[config.mk]
export PLATFORM = sky130hd
export DESIGN_NAME = pack_signed_serial_flat
export DESIGN_NICKNAME = d
export VERILOG_FILES = /design/src/rtl/pack_signed_serial_if.sv /design/src/rtl/pack_signed_serial.sv /design/src/flat_wrapper.sv
export SDC_FILE = /design/constraint.sdc
export NUM_CORES = 1
export LEC_CHECK = 0
export ABC_AREA = 1
export CORE_ASPECT_RATIO = 1.25
export CORE_MARGIN = 10
export CORE_UTILIZATION = 47
export CTS_CLUSTER_DIAMETER = 100
export DETAILED_ROUTE_END_ITERATION = 10
export PLACE_DENSITY_LB_ADDON = 0.05
export SYNTH_ARGS = -nofsm -noshare
export SYNTH_HDL_FRONTEND = slang
export SYNTH_SLANG_ARGS = --single-unit
[constraint.sdc]
create_clock -name clk -period 1.8 [get_ports clk]
set_clock_uncertainty 0.2 [all_clocks]
set_input_delay 0.36 -clock clk [delete_from_list [all_inputs] [get_ports clk]]
set_output_delay 0.36 -clock clk [all_outputs]
set_load 0.05 [all_outputs]
[src/rtl/pack_signed_serial_if.sv]
// Purpose: handshake bundle for the byte-serial signed LEB128 encoder.
// Latency: n/a (wires only).
// Backpressure: in_valid/in_ready on the value side, out_valid/out_ready on the byte side.
// Ports: in_data/in_valid/in_ready (value in), out_byte/out_valid/out_ready/out_last/out_idx (bytes out).
interface pack_signed_serial_if #(
    parameter int N = 64
);
    localparam int MB   = N / 7 + 1;
    localparam int IDXW = $clog2(MB);

    logic [N-1:0]    in_data;
    logic            in_valid;
    logic            in_ready;
    logic [7:0]      out_byte;
    logic            out_valid;
    logic            out_ready;
    logic            out_last;
    logic [IDXW-1:0] out_idx;

    // master: value producer and byte sink (the environment around the encoder)
    modport master (
        output in_data, in_valid, out_ready,
        input  in_ready, out_byte, out_valid, out_last, out_idx
    );

    // slave: the encoder itself
    modport slave (
        input  in_data, in_valid, out_ready,
        output in_ready, out_byte, out_valid, out_last, out_idx
    );
endinterface

[src/rtl/pack_signed_serial.sv]
// Purpose: byte-serial minimal signed LEB128 encoder, LS chunk first, with last flag and byte index.
// Latency: first byte valid the cycle after input acceptance; k-byte value takes k cycles at full rate.
// Backpressure: bytes hold while out_ready=0; next value accepted in IDLE or on the last-byte handshake.
// Ports: clk, rst (sync, active-high); bus (slave modport) carries the value input and byte output channels.
module pack_signed_serial #(
    parameter int N = 64
) (
    input  logic                 clk,
    input  logic                 rst,
    pack_signed_serial_if.slave  bus
);
    localparam int MB   = N / 7 + 1;
    localparam int IDXW = $clog2(MB);

    typedef enum logic {IDLE, SEND} state_t;

    state_t          state, state_nxt;
    logic [N-1:0]    sr;
    logic [IDXW-1:0] idx;
    logic            last;
    logic            in_hs;
    logic            byte_hs;

    // Remaining value fits in the current 7-bit chunk once everything from
    // bit 6 upward is pure sign: the chunk's bit 6 then carries the sign.
    assign last    = (&sr[N-1:6]) | ~(|sr[N-1:6]);
    assign in_hs   = bus.in_valid & bus.in_ready;
    assign byte_hs = (state == SEND) & bus.out_ready;

    // State register
    always_ff @(posedge clk) begin
        if (rst) begin
            state <= IDLE;
        end else begin
            state <= state_nxt;
        end
    end

    // Next-state logic
    always_comb begin
        state_nxt = state;
        case (state)
            IDLE: if (bus.in_valid) state_nxt = SEND;
            SEND: if (bus.out_ready && last) state_nxt = bus.in_valid ? SEND : IDLE;
            default: state_nxt = IDLE;
        endcase
    end

    // Output logic. in_ready is the only output with a combinational input path
    // (from out_ready), which gives back-to-back values without a bubble.
    always_comb begin
        bus.in_ready  = 1'b0;
        bus.out_valid = 1'b0;
        bus.out_byte  = 8'h00;
        bus.out_last  = 1'b0;
        case (state)
            IDLE: bus.in_ready = 1'b1;
            SEND: begin
                bus.in_ready  = bus.out_ready & last;
                bus.out_valid = 1'b1;
                bus.out_byte  = {~last, sr[6:0]};
                bus.out_last  = last;
            end
            default: ;
        endcase
    end

    assign bus.out_idx = idx;

    // Shift register and byte index
    always_ff @(posedge clk) begin
        if (rst) begin
            sr  <= '0;
            idx <= '0;
        end else if (in_hs) begin
            sr  <= bus.in_data;
            idx <= '0;
        end else if (byte_hs && !last) begin
            sr  <= {{7{sr[N-1]}}, sr[N-1:7]};
            idx <= idx + IDXW'(1);
        end
    end

    // By the final possible byte position the register is fully sign-filled.
    a_terminates: assert property (@(posedge clk) disable iff (rst)
        ((state == SEND) && (idx == IDXW'(MB - 1))) |-> last);

endmodule

[src/flat_wrapper.sv]
// flat-port wrapper written by rule: the top's interface ports become plain ports
module pack_signed_serial_flat 
#(
    parameter int N = 64
)
  (clk, rst, bus_in_data, bus_in_valid, bus_out_ready, bus_in_ready, bus_out_byte, bus_out_valid, bus_out_last, bus_out_idx);
  pack_signed_serial_if #(.N(N)) bus_i ();
  input  logic clk;
  input  logic rst;
  input wire logic [$bits(bus_i.in_data)-1:0] bus_in_data;
  input wire logic [$bits(bus_i.in_valid)-1:0] bus_in_valid;
  input wire logic [$bits(bus_i.out_ready)-1:0] bus_out_ready;
  output wire logic [$bits(bus_i.in_ready)-1:0] bus_in_ready;
  output wire logic [$bits(bus_i.out_byte)-1:0] bus_out_byte;
  output wire logic [$bits(bus_i.out_valid)-1:0] bus_out_valid;
  output wire logic [$bits(bus_i.out_last)-1:0] bus_out_last;
  output wire logic [$bits(bus_i.out_idx)-1:0] bus_out_idx;
  assign bus_i.in_data = bus_in_data;
  assign bus_i.in_valid = bus_in_valid;
  assign bus_i.out_ready = bus_out_ready;
  assign bus_in_ready = bus_i.in_ready;
  assign bus_out_byte = bus_i.out_byte;
  assign bus_out_valid = bus_i.out_valid;
  assign bus_out_last = bus_i.out_last;
  assign bus_out_idx = bus_i.out_idx;
  pack_signed_serial #(.N(N)) u_core (.clk(clk), .rst(rst), .bus(bus_i));
endmodule
==> metrics.cfg, run 1 <==
[status]
status = finished with violations
violations = negative setup slack

[sta]
worstMarginPinSlew_ns = 0.772
maxSlewHeadroom_pct = 48.5
fmax_mhz = 370
grt_setup_unrepaired = yes
period_needed_ns = 2.70
drv_slew = 0
postLayoutSetupSlackWorst_ns = -0.903
final-setup-viol-count = 76
finalHoldViolCount = 0
period_share_pct = 150
fin_hold_ws_ns = 0.302

[clocking]
path_clk_slew_ns = 0.09
clock-sinks = 69
clockBufferDepth = 2
numCtsBuffers = 9
cts_max_level = 3
cts_hold_buffers = 0
clk_latency_ns = 0.39
cts_tree = built
cts-root-buf = clkbuf_8

[floorplan]
start_util_pct = 47.9
io_pins = 83
die_area_sq_mm = 0.0130
fp.dieH_um = 125
core_sq_mm = 0.00865
num_rows = 38
fp.dieW_um = 104

[critical_path]
required_ns = 1.92
reg2reg_slack_ns = -0.90
worst_r2r_endpoint = u_core.sr[58]
r2r_start = u_core.sr[20]
path_class = reg -> reg
crit_path_start_kind = flip-flop
critPathSlowestCell = dfxtp_4
worst_ep_arrival_time_ns = 2.82
critPathMostFrequentCell = nand2_2
slowest_delay_ns = 0.40
end_kind = flip-flop
path_max_fanout = 8
path_cells = nand4_1, nor2_2, nand2_2, nor2_2, nand2_2, buf_4, nand4_1, buf_6, buf_4, nand3_4, nand3_2, nand2_2, inv_2
reg2reg_depth = 13
crit_start = u_core.sr[20]

[grt]
antenna_found_initial = 0
grt_max_degree = 44
grt_pass1_vias = 5515
overflow = 0
grt_pass1_wl_um = 28100
grt_use_total_pct = 26.4

[place]
placedCellCount = 906
port_buffers = 82
gp_congestion = 0.867
pre_cts_ws_ns = -0.479
place_hpwl_um = 9100

[yosys]
postSynthAreaPerCell_sq_um = 6.26
ys_ff_latch = 69
synthesis.nets = 731
synth_warnings = 0
ys_seq_area_share_pct = 33.3
synthDistinctLibCells = 26
synth_area_sq_mm = 0.00414
synthCells = 662

[drt]
viasPerCell = 5.83
dr.pass1.iters = 7
routed_wl_um = 21900
wl_per_cell_um = 22.5
drc = 0
vias = 5681
drtAntennaViolNets = 0
drtIter0Drc = 690

[pwr]
internal_power_w = 0.00343
p_sw_w = 0.00175
ir_drop_uv = 605
power_frac_comb_pct = 34.9
p_clk_share_pct = 31.1
power_switching_share_pct = 33.8
p_leak_nw = 3.38
seqPwrFrac_pct = 34.0
powerDensity_mw_per_mm2 = 661

[layout]
diodes = 0
fin_util_pct = 90.6
final_cells = 974
final_nets = 918
area_growth_pct = 89.2
drive_gt1_share_pct = 51.6

[worst_hold_path]
hold_path_class = reg -> reg
min_from = u_core.sr[35]
hold_path_depth = 2
min_to = u_core.sr[35]

[flow_run]
drv_cap = 0

==> power groups by stage <==
stage | registers (W) | clock network (W) | logic (W)
floorplan | 0.00175 | 0 | 0.000580
global placement | 0.00175 | 0 | 0.00103
detailed placement | 0.00176 | 0 | 0.00104
CTS | 0.00172 | 0.00155 | 0.00151
global route | 0.00176 | 0.00164 | 0.00188
finish | 0.00176 | 0.00161 | 0.00181
==> synth_stat cells <==
cell,number,area share (%)
nor2_1,149,14
nor2_4,1,0.27
dfxtp_1,69,33
buf_1,1,0.091
nand3b_1,1,0.18
nand3_4,1,0.42
nand3_1,53,6.4
buf_2,16,1.9
buf_6,6,1.6
a21oi_1,21,2.5
inv_1,113,10
o21ai_2,5,1.1
nor2_2,32,4.8
nand2_1,118,11
nand2_2,2,0.30
a21oi_2,34,7.2
nand3_2,1,0.24
ha_1,1,0.30
o21ai_0,15,1.8
a21boi_0,1,0.18
clkbuf_1,9,0.82
xnor2_1,1,0.21
o21ai_1,2,0.24
nand4_1,7,1.1
or2_2,1,0.15
buf_4,2,0.36
==> cell families (layout without fill, tap and decap cells) <==
group	Yosys count	in the layout	share of synthesized area, %
XOR/XNOR	1	1	0.211
AND/OR/NAND/NOR	366	369	38.1
buffers and inverters	147	336	15.1
adder cells (fa/ha/maj)	1	1	0.302
flip-flops	69	69	33.3
AO/OA/AOI/OAI	78	78	13.0
==> critical path: cells and delay by family, from the launching register on <==
family,cells,cell delay (ns)
buffers and inverters,4,0.73
DFF,1,0.40
and+or+nand+nor,9,1.29
==> metrics by stage <==
step	TNS (ns)	area [sq um]	power, W
floorplan	-0.0113	4200	0.00233
global placement	-27.60	5730	0.00278
detailed placement	-28.80	5730	0.00279
CTS	-32.41	7330	0.00479
global route	-60.00	7840	0.00528
finish	-54.90	7840	0.00518
==> what timing repair did <==
item                                    in CTS  in global routing
resized for setup                          190                148
setup buffers                               21                 14
endpoints found under the setup margin      72                 75
pin swaps                                   50                 56
cloned                                      19                  5
==> cell usage in the layout, fill, tap and decap left out, drive strengths merged, types with 2 or more instances in the layout <==
master and n:
dfxtp 69, a21oi 55, buf 138, nand4 7, clkdlybuf4s50 66, nand2 120
bufinv 2, inv 112, nor2 182, clkbuf 16, nand3 58, o21ai 22
==> layout make-up <==
cell class / instances / area (sq um)
Clock buffer: 13 / 179
Clock inverter: 3 / 65.1
Fill cell: 338 / 817
Inverter: 113 / 428
Multi-Input combinational cell: 449 / 3040
Sequential cell: 69 / 1460
Tap cell: 120 / 150
Timing Repair Buffer: 207 / 2510
==> layer usage <==
| layer | track usage (%) | share of wire, % | up-vias |
|---|---|---|---|
| met5 | 0 | 0 | - |
| met4 | 17.7 | 8.6 | 0 |
| met3 | 4.52 | 9.6 | 195 |
| met2 | 47.0 | 48 | 509 |
| met1 | 27.9 | 34 | 2582 |
| li1 | - | - | 2395 |
==> registers in the layout (all words and copies together) (netlist names) <==
signal,count
u_core.sr,64
u_core.bus.out_idx,4
u_core.state,1
==> how the worst max path moves through the flow <==
stage,endpoint,slack [ns]
6_report,u_core.sr[58],-0.90
4_1_cts,bus_out_last,-0.62
5_1_grt,u_core.sr[56],-0.94
3_5_place_dp,u_core.sr[49],-0.48
3_3_place_gp,u_core.sr[39],-0.45
2_1_floorplan,u_core.sr[5],-0.006
No activity file was read; power rests on OpenSTA's default activity.
==> run 2, diff against run 1 <==
--- a/config.mk
+++ b/config.mk
@@ -11,6 +11,7 @@
 export CORE_UTILIZATION = 47
 export CTS_CLUSTER_DIAMETER = 100
 export DETAILED_ROUTE_END_ITERATION = 10
+export HOLD_SLACK_MARGIN = 0.08
 export PLACE_DENSITY_LB_ADDON = 0.05
 export SYNTH_ARGS = -nofsm -noshare
 export SYNTH_HDL_FRONTEND = slang
==> results of run 2 <==
No change in the layout: final DEF, timing and power equal those of run 1.
